**config.mk**
```make
export PLATFORM = sky130hd
export DESIGN_NAME = crossing_scheduler_flat
export DESIGN_NICKNAME = d
export VERILOG_FILES = /design/src/rtl/crossing_pkg.sv /design/src/rtl/crossing_scheduler_if.sv /design/src/rtl/crossing_rr_arb.sv /design/src/rtl/crossing_scheduler.sv /design/src/flat_wrapper.sv
export SDC_FILE = /design/constraint.sdc
export NUM_CORES = 1
export LEC_CHECK = 0
export CORE_MARGIN = 5
export CORE_UTILIZATION = 47
export DETAILED_ROUTE_END_ITERATION = 16
export PLACE_DENSITY = 0.73
export SLEW_MARGIN = 10
export SYNTH_ARGS = -nofsm -noshare
export SYNTH_HDL_FRONTEND = slang
export SYNTH_SLANG_ARGS = --single-unit
```
**constraint.sdc**
```tcl
create_clock -name clk -period 1.7 [get_ports clk]
set_input_delay 0.51 -clock clk [delete_from_list [all_inputs] [get_ports clk]]
set_output_delay 0.51 -clock clk [all_outputs]
set_load 0.02 [all_outputs]
```
**src/rtl/crossing_pkg.sv**
```systemverilog
// Shared types and encodings for the level-crossing scheduler.
// Light codes are {red,amber,green}; crossing codes drive the barrier/bell unit.
package crossing_pkg;

  typedef enum logic [2:0] {
    ROAD_GO,
    ROAD_AMBER,
    ROAD_STOP,
    TRAIN_GO,
    TRAIN_AMBER,
    ROAD_PREP
  } state_e;

  localparam logic [2:0] RED       = 3'b100;
  localparam logic [2:0] AMBER     = 3'b010;
  localparam logic [2:0] GREEN     = 3'b001;
  localparam logic [2:0] RED_AMBER = 3'b110;

  localparam logic [1:0] OPEN   = 2'b11;
  localparam logic [1:0] CLOSED = 2'b00;

endpackage

```
**src/rtl/crossing_scheduler_if.sv**
```systemverilog
// Track handshake plus lamp/barrier outputs of the crossing scheduler.
// The scheduler is the slave; whoever drives requests and clears is the master.
interface crossing_scheduler_if;

  logic [1:0] train_req;
  logic [1:0] train_clear;
  logic [1:0] train_grant;
  logic [2:0] road_lights1;
  logic [2:0] road_lights2;
  logic [2:0] train_lights1;
  logic [2:0] train_lights2;
  logic [1:0] crossing_signals;
  logic       fault;

  modport master (
    output train_req, train_clear,
    input  train_grant, road_lights1, road_lights2, train_lights1,
           train_lights2, crossing_signals, fault
  );

  modport slave (
    input  train_req, train_clear,
    output train_grant, road_lights1, road_lights2, train_lights1,
           train_lights2, crossing_signals, fault
  );

endinterface

```
**src/rtl/crossing_rr_arb.sv**
```systemverilog
// Two-track round-robin picker. On update the pointer moves to the track
// that was not chosen, so that track wins the next contention.
module crossing_rr_arb (
  input  logic       clk,
  input  logic       reset,
  input  logic [1:0] req_i,
  input  logic       upd_i,
  input  logic       upd_sel_i,
  output logic       pick_o
);

  logic ptr_q;

  always_ff @(posedge clk or posedge reset) begin
    if (reset) begin
      ptr_q <= 1'b0;
    end else if (upd_i) begin
      ptr_q <= ~upd_sel_i;
    end
  end

  // Index 0 is track 1; with a single request the requester wins outright.
  assign pick_o = (req_i == 2'b11) ? ptr_q : req_i[1];

endmodule

```
**src/rtl/crossing_scheduler.sv**
```systemverilog
// Level-crossing light sequencer and two-track arbiter. All outputs are
// registered and decoded from next-state so lamps change with the state.
module crossing_scheduler
  import crossing_pkg::*;
#(
  parameter int MIN_ROAD   = 8,
  parameter int AMBER      = 3,
  parameter int CLEAR      = 2,
  parameter int TRAIN_MAX  = 20,
  parameter int MAX_CONSEC = 1,
  parameter int TW         = 5
) (
  input  logic                 clk,
  input  logic                 reset,
  crossing_scheduler_if.slave  bus
);

  localparam int CW = $clog2(MAX_CONSEC + 2);

  state_e          state_q, state_d;
  logic [TW-1:0]   timer_q, timer_d;
  logic [CW-1:0]   consec_q, consec_d;
  logic            sel_q, sel_d;
  logic            fault_q, fault_d;

  logic [1:0]      grant_q, grant_d;
  logic [2:0]      road_q, road_d;
  logic [2:0]      tl1_q, tl1_d;
  logic [2:0]      tl2_q, tl2_d;
  logic [1:0]      xing_q, xing_d;
  logic [2:0]      sel_light;

  logic            arb_pick;
  logic            arb_upd;
  logic            arb_upd_sel;

  crossing_rr_arb u_arb (
    .clk       (clk),
    .reset     (reset),
    .req_i     (bus.train_req),
    .upd_i     (arb_upd),
    .upd_sel_i (arb_upd_sel),
    .pick_o    (arb_pick)
  );

  always_comb begin
    state_d     = state_q;
    sel_d       = sel_q;
    consec_d    = consec_q;
    fault_d     = fault_q;
    arb_upd     = 1'b0;
    arb_upd_sel = sel_q;
    case (state_q)
      ROAD_GO: begin
        if (timer_q >= TW'(MIN_ROAD - 1) && bus.train_req != 2'b00) begin
          state_d     = ROAD_AMBER;
          sel_d       = arb_pick;
          arb_upd     = (bus.train_req == 2'b11);
          arb_upd_sel = arb_pick;
        end
      end
      ROAD_AMBER: begin
        if (timer_q == TW'(AMBER - 1)) state_d = ROAD_STOP;
      end
      ROAD_STOP: begin
        if (timer_q == TW'(CLEAR - 1)) begin
          state_d  = TRAIN_GO;
          consec_d = consec_q + CW'(1);
        end
      end
      TRAIN_GO: begin
        // A clear arriving with the timeout wins, so no fault is raised.
        if (bus.train_clear[sel_q]) begin
          state_d = TRAIN_AMBER;
        end else if (timer_q == TW'(TRAIN_MAX - 1)) begin
          state_d = TRAIN_AMBER;
          fault_d = 1'b1;
        end
      end
      TRAIN_AMBER: begin
        if (timer_q == TW'(AMBER - 1)) begin
          // consec counts the grants of this run; MAX_CONSEC extra ones may chain.
          if (bus.train_req[~sel_q] && consec_q <= CW'(MAX_CONSEC)) begin
            state_d     = ROAD_STOP;
            sel_d       = ~sel_q;
            arb_upd     = 1'b1;
            arb_upd_sel = ~sel_q;
          end else begin
            state_d  = ROAD_PREP;
            consec_d = '0;
          end
        end
      end
      ROAD_PREP: begin
        if (timer_q == TW'(AMBER - 1)) state_d = ROAD_GO;
      end
      default: state_d = ROAD_GO;
    endcase
  end

  // Timer saturates so an idle road phase cannot wrap below MIN_ROAD.
  always_comb begin
    if (state_d != state_q) timer_d = '0;
    else if (timer_q != '1) timer_d = timer_q + TW'(1);
    else                    timer_d = timer_q;
  end

  always_comb begin
    road_d    = RED;
    sel_light = RED;
    grant_d   = 2'b00;
    xing_d    = CLOSED;
    case (state_d)
      ROAD_GO: begin
        road_d = GREEN;
        xing_d = OPEN;
      end
      ROAD_AMBER:  road_d = crossing_pkg::AMBER;
      ROAD_PREP:   road_d = RED_AMBER;
      TRAIN_GO: begin
        sel_light = GREEN;
        grant_d   = sel_d ? 2'b10 : 2'b01;
      end
      TRAIN_AMBER: sel_light = crossing_pkg::AMBER;
      default: ;
    endcase
    tl1_d = sel_d ? RED : sel_light;
    tl2_d = sel_d ? sel_light : RED;
  end

  always_ff @(posedge clk or posedge reset) begin
    if (reset) begin
      state_q  <= ROAD_GO;
      timer_q  <= '0;
      consec_q <= '0;
      sel_q    <= 1'b0;
      fault_q  <= 1'b0;
      grant_q  <= 2'b00;
      road_q   <= GREEN;
      tl1_q    <= RED;
      tl2_q    <= RED;
      xing_q   <= OPEN;
    end else begin
      state_q  <= state_d;
      timer_q  <= timer_d;
      consec_q <= consec_d;
      sel_q    <= sel_d;
      fault_q  <= fault_d;
      grant_q  <= grant_d;
      road_q   <= road_d;
      tl1_q    <= tl1_d;
      tl2_q    <= tl2_d;
      xing_q   <= xing_d;
    end
  end

  assign bus.train_grant      = grant_q;
  assign bus.road_lights1     = road_q;
  assign bus.road_lights2     = road_q;
  assign bus.train_lights1    = tl1_q;
  assign bus.train_lights2    = tl2_q;
  assign bus.crossing_signals = xing_q;
  assign bus.fault            = fault_q;

endmodule

```
**src/flat_wrapper.sv**
```systemverilog
// flat-port wrapper written by rule: the top's interface ports become plain ports
module crossing_scheduler_flat import crossing_pkg::*;
#(
  parameter int MIN_ROAD   = 8,
  parameter int AMBER      = 3,
  parameter int CLEAR      = 2,
  parameter int TRAIN_MAX  = 20,
  parameter int MAX_CONSEC = 1,
  parameter int TW         = 5
)
  (clk, reset, bus_train_req, bus_train_clear, bus_train_grant, bus_road_lights1, bus_road_lights2, bus_train_lights1, bus_train_lights2, bus_crossing_signals, bus_fault);
  crossing_scheduler_if bus_i ();
  input  logic clk;
  input  logic reset;
  input wire logic [$bits(bus_i.train_req)-1:0] bus_train_req;
  input wire logic [$bits(bus_i.train_clear)-1:0] bus_train_clear;
  output wire logic [$bits(bus_i.train_grant)-1:0] bus_train_grant;
  output wire logic [$bits(bus_i.road_lights1)-1:0] bus_road_lights1;
  output wire logic [$bits(bus_i.road_lights2)-1:0] bus_road_lights2;
  output wire logic [$bits(bus_i.train_lights1)-1:0] bus_train_lights1;
  output wire logic [$bits(bus_i.train_lights2)-1:0] bus_train_lights2;
  output wire logic [$bits(bus_i.crossing_signals)-1:0] bus_crossing_signals;
  output wire logic [$bits(bus_i.fault)-1:0] bus_fault;
  assign bus_i.train_req = bus_train_req;
  assign bus_i.train_clear = bus_train_clear;
  assign bus_train_grant = bus_i.train_grant;
  assign bus_road_lights1 = bus_i.road_lights1;
  assign bus_road_lights2 = bus_i.road_lights2;
  assign bus_train_lights1 = bus_i.train_lights1;
  assign bus_train_lights2 = bus_i.train_lights2;
  assign bus_crossing_signals = bus_i.crossing_signals;
  assign bus_fault = bus_i.fault;
  crossing_scheduler #(.MIN_ROAD(MIN_ROAD), .AMBER(AMBER), .CLEAR(CLEAR), .TRAIN_MAX(TRAIN_MAX), .MAX_CONSEC(MAX_CONSEC), .TW(TW)) u_core (.clk(clk), .reset(reset), .bus(bus_i));
endmodule
```
==> impl_metrics.xml, run 1 <==
<?xml version="1.0" encoding="UTF-8"?>
<metrics>
  <group name="outcome">
    <metric name="run_status" unit="">complete, but fails checks</metric>
    <metric name="violations" unit="">negative setup slack</metric>
  </group>
  <group name="setup_path">
    <metric name="top_cell_family_by_delay_on_the_critical_path" unit="">simple AND/OR/NAND/NOR gates</metric>
    <metric name="timing.critical_path.buf_inv" unit="">1</metric>
    <metric name="path_max_fanout" unit="">5</metric>
    <metric name="critical_path.endpoint_type" unit="">register</metric>
    <metric name="worst_setup_path_start_kind" unit="">register</metric>
    <metric name="setup.worst_path.class" unit="">reg -&gt; reg</metric>
    <metric name="path_cells" unit="">inv_2 &gt; ha_4 &gt; nor4b_4 &gt; nand3_2 &gt; o211ai_2 &gt; a2bb2oi_4 &gt; nor2b_1</metric>
    <metric name="cp.arrival" unit="ns">2.14</metric>
    <metric name="slowest_stage" unit="">sky130_fd_sc_hd__dfrtp_1</metric>
    <metric name="required" unit="ns">1.93</metric>
    <metric name="crit_path_max_incr_delay" unit="ns">0.45</metric>
  </group>
  <group name="global_route">
    <metric name="grt_first_pass_wirelength" unit="mm">5.90</metric>
    <metric name="grt_busiest_layer" unit="">met2</metric>
    <metric name="met3_track_demand_over_resource_in_global_routing" unit="%">4.49</metric>
    <metric name="track_usage" unit="%">18.3</metric>
    <metric name="gr-usage-met2" unit="%">30.9</metric>
    <metric name="grt_max_degree" unit="">26</metric>
    <metric name="globalRoute.totalOverflow" unit="">0</metric>
    <metric name="antenna_violations_before_repair" unit="">0</metric>
    <metric name="via_count_of_the_first_global_routing_pass" unit="">1219</metric>
    <metric name="global_route.usage.met1" unit="%">22.8</metric>
  </group>
  <group name="logic_synthesis">
    <metric name="synth_seq_cells" unit="">25</metric>
    <metric name="post_synth_edffs" unit="">0</metric>
    <metric name="netlist.top_cell.by_area" unit="">sky130_fd_sc_hd__dfrtp_1</metric>
    <metric name="ys.flop_type" unit="">sky130_fd_sc_hd__dfrtp_1</metric>
    <metric name="netlist-cell-type-count" unit="">48</metric>
    <metric name="synthesis.nets" unit="">139</metric>
    <metric name="netlist_instances" unit="">128</metric>
    <metric name="yosys_synthesis_warning_count" unit="">0</metric>
    <metric name="syn_area" unit="mm^2">0.00140</metric>
    <metric name="post_synth_main_area_contributors" unit="">sky130_fd_sc_hd__dfrtp_1, sky130_fd_sc_hd__dfstp_2, sky130_fd_sc_hd__ha_1</metric>
    <metric name="ys_seq_area_share" unit="%">45.1</metric>
    <metric name="synthArstFlopShare" unit="%">100</metric>
    <metric name="post-synth-top-area-fraction" unit="%">37.6</metric>
    <metric name="post_synth.cell_area_avg" unit="um^2">10.9</metric>
  </group>
  <group name="timing">
    <metric name="maxClockFrequency" unit="GHz">0.524</metric>
    <metric name="timing.setup.tns" unit="ns">-2.96</metric>
    <metric name="setup-violations-final" unit="">22</metric>
    <metric name="clock-skew-final" unit="ns">0.00664</metric>
    <metric name="period_minus_slack" unit="ns">1.91</metric>
    <metric name="worst-slew-pin-transition" unit="ns">0.393</metric>
    <metric name="setup_repair_after_global_routing_missed_its_margin" unit="">yes</metric>
    <metric name="worst_slack" unit="ns">-0.209</metric>
    <metric name="finalHoldViolations" unit="">0</metric>
    <metric name="final_min_period_over_clock_period" unit="%">112</metric>
    <metric name="finalMaxSlewViolations" unit="">0</metric>
    <metric name="hold_slack" unit="ns">0.487</metric>
    <metric name="timing.slew.headroom" unit="%">73.0</metric>
  </group>
  <group name="die">
    <metric name="die-width" unit="um">64.6</metric>
    <metric name="coreArea" unit="mm^2">0.00281</metric>
    <metric name="start_util" unit="%">49.9</metric>
    <metric name="design.die.area" unit="mm^2">0.00417</metric>
    <metric name="rows" unit="">19</metric>
    <metric name="floorplan.die.height" unit="um">64.6</metric>
    <metric name="io-pin-count" unit="">23</metric>
  </group>
  <group name="detailed_routing">
    <metric name="drtIter0Drc" unit="">45</metric>
    <metric name="routed_wl" unit="mm">3.45</metric>
    <metric name="vias_per_instance" unit="">5.61</metric>
    <metric name="detail_route.drc_violations" unit="">0</metric>
    <metric name="routed-via-count" unit="">1184</metric>
    <metric name="first_pass_iters" unit="">4</metric>
    <metric name="route.antenna.remaining_nets" unit="">0</metric>
    <metric name="route.detailed.wl_per_inst" unit="um">16.3</metric>
  </group>
  <group name="cells_and_area">
    <metric name="share_of_final_layout_standard_cells_stronger_than_drive_strength_1" unit="%">41.1</metric>
    <metric name="layout.filler_cells" unit="">211</metric>
    <metric name="finish.cell_count_without_fillers" unit="">211</metric>
    <metric name="nNetsFinal" unit="">192</metric>
    <metric name="layout-area-overhead-vs-synth" unit="%">37.6</metric>
    <metric name="antenna_cells" unit="">0</metric>
  </group>
  <group name="pwr">
    <metric name="power_per_cell_area" unit="mW/mm^2">1920</metric>
    <metric name="total_power" unit="mW">3.69</metric>
    <metric name="p_leak" unit="nW">0.920</metric>
    <metric name="irDropWorstVdd" unit="V">0.00111</metric>
  </group>
  <group name="place">
    <metric name="dp.final_hpwl" unit="mm">2.35</metric>
    <metric name="numPortBuffers" unit="">22</metric>
    <metric name="place_inst" unit="">199</metric>
    <metric name="place.gp.congestion" unit="">0.903</metric>
  </group>
  <group name="cts">
    <metric name="cts_buffers" unit="">3</metric>
    <metric name="clkLatencyLatePin" unit="ns">0.33</metric>
    <metric name="clock_tree_from_tritoncts" unit="">built</metric>
    <metric name="htree_num_levels" unit="">1</metric>
    <metric name="numClockSinks" unit="">25</metric>
    <metric name="cts.clk_slew.worst_paths" unit="ns">0.14</metric>
    <metric name="clock_path_buffers" unit="">2</metric>
    <metric name="hold_buffers" unit="">0</metric>
    <metric name="cell_at_the_root_of_the_clock_tree" unit="">sky130_fd_sc_hd__clkbuf_4</metric>
  </group>
  <group name="min_path">
    <metric name="hp-class" unit="">reg -&gt; reg</metric>
  </group>
  <group name="job">
    <metric name="drv_cap" unit="">0</metric>
  </group>
</metrics>
## final timing paths
kind	start	endpoint	slack (ns)	cells after the start
setup reg to reg	u_core.timer_q[0]$_DFFE_PP0P_	u_core.bus.train_lights2[1]$_DFF_PP0_	-0.21	7
setup / recovery	u_core.timer_q[0]$_DFFE_PP0P_	u_core.bus.train_lights2[1]$_DFF_PP0_	-0.21	7
min in group asynchronous	reset	u_core.bus.train_grant[1]$_DFF_PP0_	0.54	3
hold reg to reg	u_core.u_arb.ptr_q$_DFFE_PP0P_	u_core.u_arb.ptr_q$_DFFE_PP0P_	0.49	1
hold / removal	u_core.u_arb.ptr_q$_DFFE_PP0P_	u_core.u_arb.ptr_q$_DFFE_PP0P_	0.49	1
max in group asynchronous	reset	u_core.bus.road_lights1[0]$_DFF_PP1_	0.87	3
## layer usage
metal	up-vias	share of wire, %
met5	-	0
met4	0	2.6
met3	10	4.7
met2	41	50
met1	576	42
li1	557	-
## placed cells by master (no fill, tap or decap), types with 2 or more instances in the layout
cell,n
sky130_fd_sc_hd__a211oi_2,2
sky130_fd_sc_hd__a21o_1,2
sky130_fd_sc_hd__a21oi_1,6
sky130_fd_sc_hd__a221o_1,2
sky130_fd_sc_hd__a2bb2oi_4,2
sky130_fd_sc_hd__and3_1,2
sky130_fd_sc_hd__buf_4,33
sky130_fd_sc_hd__clkbuf_2,5
sky130_fd_sc_hd__clkbuf_4,3
sky130_fd_sc_hd__clkdlybuf4s50_1,5
sky130_fd_sc_hd__dfrtp_1,19
sky130_fd_sc_hd__dfrtp_2,2
sky130_fd_sc_hd__dfstp_2,4
sky130_fd_sc_hd__dlygate4sd2_1,11
sky130_fd_sc_hd__ha_1,3
sky130_fd_sc_hd__inv_1,4
sky130_fd_sc_hd__mux2i_1,2
sky130_fd_sc_hd__nand2_1,6
sky130_fd_sc_hd__nand2b_1,4
sky130_fd_sc_hd__nand3_1,2
sky130_fd_sc_hd__nand4b_1,2
sky130_fd_sc_hd__nor2_1,13
sky130_fd_sc_hd__nor2_2,3
sky130_fd_sc_hd__nor2b_1,3
sky130_fd_sc_hd__nor3_1,2
sky130_fd_sc_hd__o21a_1,2
sky130_fd_sc_hd__xor2_1,2
## state kept, by name, indices dropped and copies added (netlist names)
register / cells
u_core.state_q: 3
u_core.bus.train_grant: 2
u_core.bus.train_lights1: 3
u_core.bus.road_lights1: 3
u_core.bus.fault: 1
u_core.sel_q: 1
u_core.bus.train_lights2: 3
u_core.timer_q: 5
u_core.bus.crossing_signals: 1
u_core.consec_q: 2
u_core.u_arb.ptr_q: 1
## through the flow
stage               area (um^2)  setup WS [ns]  utilization (%)
finish                     1920         -0.209             68.6
global route               1920         -0.298             68.6
CTS                        1890         -0.218             67.5
detailed placement         1780         -0.474             63.3
global placement           1780         -0.403             63.3
floorplan                  1400        -0.0196                -
## synthesized netlist by cell type, drive strengths merged (2+ instances only)
master and number:
a211oi 3, a21o 2, a21oi 7, a221o 2
and3 3, buf 8, dfrtp 21, dfstp 4
ha 5, inv 5, mux2i 2, nand2 6
nand2b 4, nand3 3, nand4b 2, nor2 17
nor2b 3, nor3 2, nor3b 2, nor4b 2
o21a 2, o31ai 2, xor2 2
## what timing repair did
item,in CTS,in global routing
resized for setup,32,17
gates cloned,1,0
endpoints found under the setup margin,39,29
pin swaps,7,4
setup buffers,5,2
## layout make-up
class                           count  area (um^2)  share of cell area, %
Multi-Input combinational cell     90          764                   39.7
Sequential cell                    25          633                   32.9
Timing Repair Buffer               56          442                   23.0
Tap cell                           31         38.8                   2.02
Clock buffer                        3         22.5                   1.17
Inverter                            5         18.8                  0.975
Clock inverter                      1         5.00                  0.260
## where the power goes
| group | switching (mW) | internal (mW) | leakage, nW |
|---|---|---|---|
| sequential | 0.217 | 0.846 | 0.312 |
| clock | 0.183 | 0.0885 | 0.0177 |
| combinational | 1.20 | 1.15 | 0.590 |
## logic make-up (layout without fill, tap and decap cells)
group	count (synthesis)	after routing	synth area share (%)
simple gates	50	50	21.8
fa+ha+maj	5	5	4.47
buf+inv	14	65	7.42
compound gates	28	29	17.1
xor+xnor	3	3	1.88
flops	25	25	45.1
mux	3	3	2.24
Power figures use the tool's default switching activity.
==> inputs of run 2 (changes only) <==
--- a/config.mk
+++ b/config.mk
@@ -9,6 +9,7 @@
 export CORE_UTILIZATION = 47
 export DETAILED_ROUTE_END_ITERATION = 16
 export PLACE_DENSITY = 0.73
+export SETUP_SLACK_MARGIN = 0.15
 export SLEW_MARGIN = 10
 export SYNTH_ARGS = -nofsm -noshare
 export SYNTH_HDL_FRONTEND = slang
==> run 2 against run 1 <==
The flow still finishes with violations (negative setup slack). Global-route usage shrank 0.97 points. First-iteration DRC count grew 13%. Clock skew grew 0.0029 ns. Routed wire length grew 2.9%. Setup slack lost 0.049 ns. Sequential cell count is the same. Non-clock buffer count grew 7. Clock-buffer cell count is the same. Sequential share of layout area shrank 2.1 points. Largest cell class unchanged.
==> impl_metrics.xml, run 2 (synthesis gave the netlist of run 1 again) <==
<?xml version="1.0" encoding="UTF-8"?>
<metrics>
  <group name="cts">
    <metric name="cell_at_the_root_of_the_clock_tree" unit="">sky130_fd_sc_hd__clkbuf_4</metric>
    <metric name="htree_num_levels" unit="">1</metric>
    <metric name="clock_path_buffers" unit="">2</metric>
    <metric name="cts_buffers" unit="">3</metric>
    <metric name="numClockSinks" unit="">25</metric>
    <metric name="hold_buffers" unit="">0</metric>
    <metric name="cts.clk_slew.worst_paths" unit="ns">0.15</metric>
    <metric name="clkLatencyLatePin" unit="ns">0.34</metric>
    <metric name="clock_tree_from_tritoncts" unit="">built</metric>
  </group>
  <group name="setup_path">
    <metric name="reg2reg_setup_slack" unit="ns">-0.26</metric>
    <metric name="worst_setup_path_start_kind" unit="">register</metric>
    <metric name="rr_startpoint" unit="">u_core.timer_q[0]$_DFFE_PP0P_</metric>
    <metric name="path_max_fanout" unit="">5</metric>
    <metric name="reg2reg_depth" unit="">7</metric>
    <metric name="reg2reg_to" unit="">u_core.bus.train_lights2[2]$_DFF_PP1_</metric>
    <metric name="crit_path_max_incr_delay" unit="ns">0.43</metric>
    <metric name="critical_path.endpoint_type" unit="">register</metric>
    <metric name="cp.arrival" unit="ns">2.24</metric>
    <metric name="top_cell_family_by_delay_on_the_critical_path" unit="">compound AO/OA/AOI/OAI gates</metric>
    <metric name="crit_end" unit="">u_core.bus.train_lights2[2]$_DFF_PP1_</metric>
    <metric name="timing.critical_path.buf_inv" unit="">1</metric>
    <metric name="setup.worst_path.class" unit="">reg -&gt; reg</metric>
    <metric name="path_cells" unit="">buf_4 &gt; ha_4 &gt; a211oi_4 &gt; a221o_1 &gt; o211ai_4 &gt; a2bb2oi_4 &gt; a21bo_1</metric>
    <metric name="timing.critical_path.from" unit="">u_core.timer_q[0]$_DFFE_PP0P_</metric>
    <metric name="cp_num_cells" unit="">7</metric>
    <metric name="required" unit="ns">1.98</metric>
    <metric name="slowest_stage" unit="">sky130_fd_sc_hd__dfrtp_1</metric>
  </group>
  <group name="die">
    <metric name="coreArea" unit="mm^2">0.00281</metric>
    <metric name="rows" unit="">19</metric>
    <metric name="die-width" unit="um">64.6</metric>
    <metric name="design.die.area" unit="mm^2">0.00417</metric>
    <metric name="start_util" unit="%">49.9</metric>
    <metric name="floorplan.die.height" unit="um">64.6</metric>
    <metric name="io-pin-count" unit="">23</metric>
  </group>
  <group name="cells_and_area">
    <metric name="registers.top_by_ff_count" unit="">u_core.timer_q</metric>
    <metric name="nNetsFinal" unit="">199</metric>
    <metric name="layout_commonest_cell" unit="">sky130_fd_sc_hd__buf_4</metric>
    <metric name="layout-area-overhead-vs-synth" unit="%">46.6</metric>
    <metric name="antenna_cells" unit="">0</metric>
    <metric name="layout_common_cells" unit="">sky130_fd_sc_hd__buf_4, sky130_fd_sc_hd__dfrtp_1, sky130_fd_sc_hd__nor2_1</metric>
    <metric name="share_of_final_layout_standard_cells_stronger_than_drive_strength_1" unit="%">46.0</metric>
    <metric name="max_ffs_per_register" unit="">5</metric>
  </group>
  <group name="global_route">
    <metric name="grt_first_pass_wirelength" unit="mm">5.78</metric>
    <metric name="via_count_of_the_first_global_routing_pass" unit="">1246</metric>
    <metric name="globalRoute.totalOverflow" unit="">0</metric>
    <metric name="antenna_violations_before_repair" unit="">0</metric>
    <metric name="track_usage" unit="%">17.4</metric>
    <metric name="grt_max_degree" unit="">26</metric>
  </group>
  <group name="pwr">
    <metric name="power_switching" unit="mW">1.70</metric>
    <metric name="power_per_cell_area" unit="mW/mm^2">1920</metric>
    <metric name="netSwitchingFraction" unit="%">43.1</metric>
    <metric name="p_leak" unit="nW">0.942</metric>
    <metric name="logic_pwr_share" unit="%">65.4</metric>
    <metric name="p_int" unit="mW">2.24</metric>
    <metric name="irDropWorstVdd" unit="V">0.000985</metric>
    <metric name="pwr-share-clk" unit="%">7.3</metric>
    <metric name="seqPwrFrac" unit="%">27.3</metric>
  </group>
  <group name="timing">
    <metric name="setup_repair_after_global_routing_missed_its_margin" unit="">yes</metric>
    <metric name="worst_slack" unit="ns">-0.259</metric>
    <metric name="finalMaxSlewViolations" unit="">0</metric>
    <metric name="clock-skew-final" unit="ns">0.00951</metric>
    <metric name="maxClockFrequency" unit="GHz">0.511</metric>
    <metric name="final_min_period_over_clock_period" unit="%">115</metric>
    <metric name="period_minus_slack" unit="ns">1.96</metric>
    <metric name="timing.setup.tns" unit="ns">-3.59</metric>
    <metric name="timing.slew.headroom" unit="%">72.7</metric>
    <metric name="setup-violations-final" unit="">21</metric>
    <metric name="hold_slack" unit="ns">0.481</metric>
    <metric name="finalHoldViolations" unit="">0</metric>
    <metric name="worst-slew-pin-transition" unit="ns">0.398</metric>
  </group>
  <group name="detailed_routing">
    <metric name="vias_per_instance" unit="">5.50</metric>
    <metric name="detail_route.drc_violations" unit="">0</metric>
    <metric name="route.antenna.remaining_nets" unit="">0</metric>
    <metric name="routed_wl" unit="mm">3.55</metric>
    <metric name="first_pass_iters" unit="">4</metric>
    <metric name="drtIter0Drc" unit="">51</metric>
    <metric name="routed-via-count" unit="">1200</metric>
    <metric name="route.detailed.wl_per_inst" unit="um">16.3</metric>
  </group>
  <group name="place">
    <metric name="numPortBuffers" unit="">22</metric>
    <metric name="place.gp.congestion" unit="">0.900</metric>
    <metric name="dp.final_hpwl" unit="mm">2.28</metric>
  </group>
  <group name="outcome">
    <metric name="violations" unit="">negative setup slack</metric>
    <metric name="run_status" unit="">complete, but fails checks</metric>
  </group>
  <group name="min_path">
    <metric name="hp-class" unit="">reg -&gt; reg</metric>
  </group>
  <group name="job">
    <metric name="drv_cap" unit="">0</metric>
  </group>
</metrics>
## run 2: changes by cell type in the layout (fill, tap and decap cells not counted), sizes merged
cell	change
buf	+13
dlygate4sd2	-11
clkdlybuf4s15	+6
clkbuf	-1
clkinv	-1
clkinvlp	+1
## run 2: area by class of cell
type | instances | area, um^2
well taps | 31 | 38.8
clock inverters | 1 | 7.51
multi-input cells | 90 | 801
repair buffers | 63 | 528
flip-flops and latches | 25 | 632
inverters | 5 | 21.3
fillers | 198 | 754
clock buffers | 3 | 22.5
## run 2: worst min-delay path by stage
| stage | start | endpoint | slack, ns | depth (start not counted) |
|---|---|---|---|---|
| after detailed placement | u_core.u_arb.ptr_q$_DFFE_PP0P_ | u_core.u_arb.ptr_q$_DFFE_PP0P_ | 0.46 | 1 |
| after global placement | u_core.u_arb.ptr_q$_DFFE_PP0P_ | u_core.u_arb.ptr_q$_DFFE_PP0P_ | 0.44 | 1 |
| after global routing | u_core.u_arb.ptr_q$_DFFE_PP0P_ | u_core.u_arb.ptr_q$_DFFE_PP0P_ | 0.49 | 1 |
| after floorplan | u_core.u_arb.ptr_q$_DFFE_PP0P_ | u_core.u_arb.ptr_q$_DFFE_PP0P_ | 0.42 | 1 |
| after CTS | u_core.u_arb.ptr_q$_DFFE_PP0P_ | u_core.u_arb.ptr_q$_DFFE_PP0P_ | 0.48 | 1 |
| final | u_core.u_arb.ptr_q$_DFFE_PP0P_ | u_core.u_arb.ptr_q$_DFFE_PP0P_ | 0.48 | 1 |
## run 2: metal layers
layer / vias up / GRT usage [%] / share of wire [%]
li1: 567 / - / -
met1: 587 / 20.9 / 40
met2: 35 / 31.4 / 53
met3: 11 / 3.63 / 4.9
met4: 0 / 4.75 / 2.5
met5: - / 0 / 0
## run 2: per-stage QoR
stage | instances | setup WS (ns) | power [mW] | utilization [%] | instance area [um^2]
detailed placement | 199 | -0.434 | 3.02 | 63.3 | 1780
floorplan | 128 | -0.0196 | 2.34 | - | 1400
global route | 218 | -0.322 | 4.17 | 73.1 | 2050
global placement | 199 | -0.395 | 2.93 | 63.3 | 1780
finish | 218 | -0.259 | 3.95 | 73.1 | 2050
CTS | 217 | -0.203 | 3.70 | 70.7 | 1980
## run 2: repair_timing
action / CTS / global route
endpoints found under the hold margin: 0 / 0
pin swaps: 8 / 11
setup endpoints to repair: 41 / 38
cloned: 1 / 0
resized for setup: 62 / 28
buffers inserted: 13 / 1
## run 2: power groups by stage
stage | registers [mW] | clock network (mW) | logic, mW
CTS | 1.05 | 0.283 | 2.37
detailed placement | 1.06 | 0 | 1.96
floorplan | 1.10 | 0 | 1.24
finish | 1.08 | 0.290 | 2.58
global placement | 1.04 | 0 | 1.90
global route | 1.11 | 0.314 | 2.75
## run 2: worst reg2reg max path: cells and delay by family (launching register included)
kind / cells / cell delay [ns]
compound gates: 5 / 1.14
buf+inv: 1 / 0.15
flops: 1 / 0.43
fa+ha+maj: 1 / 0.17
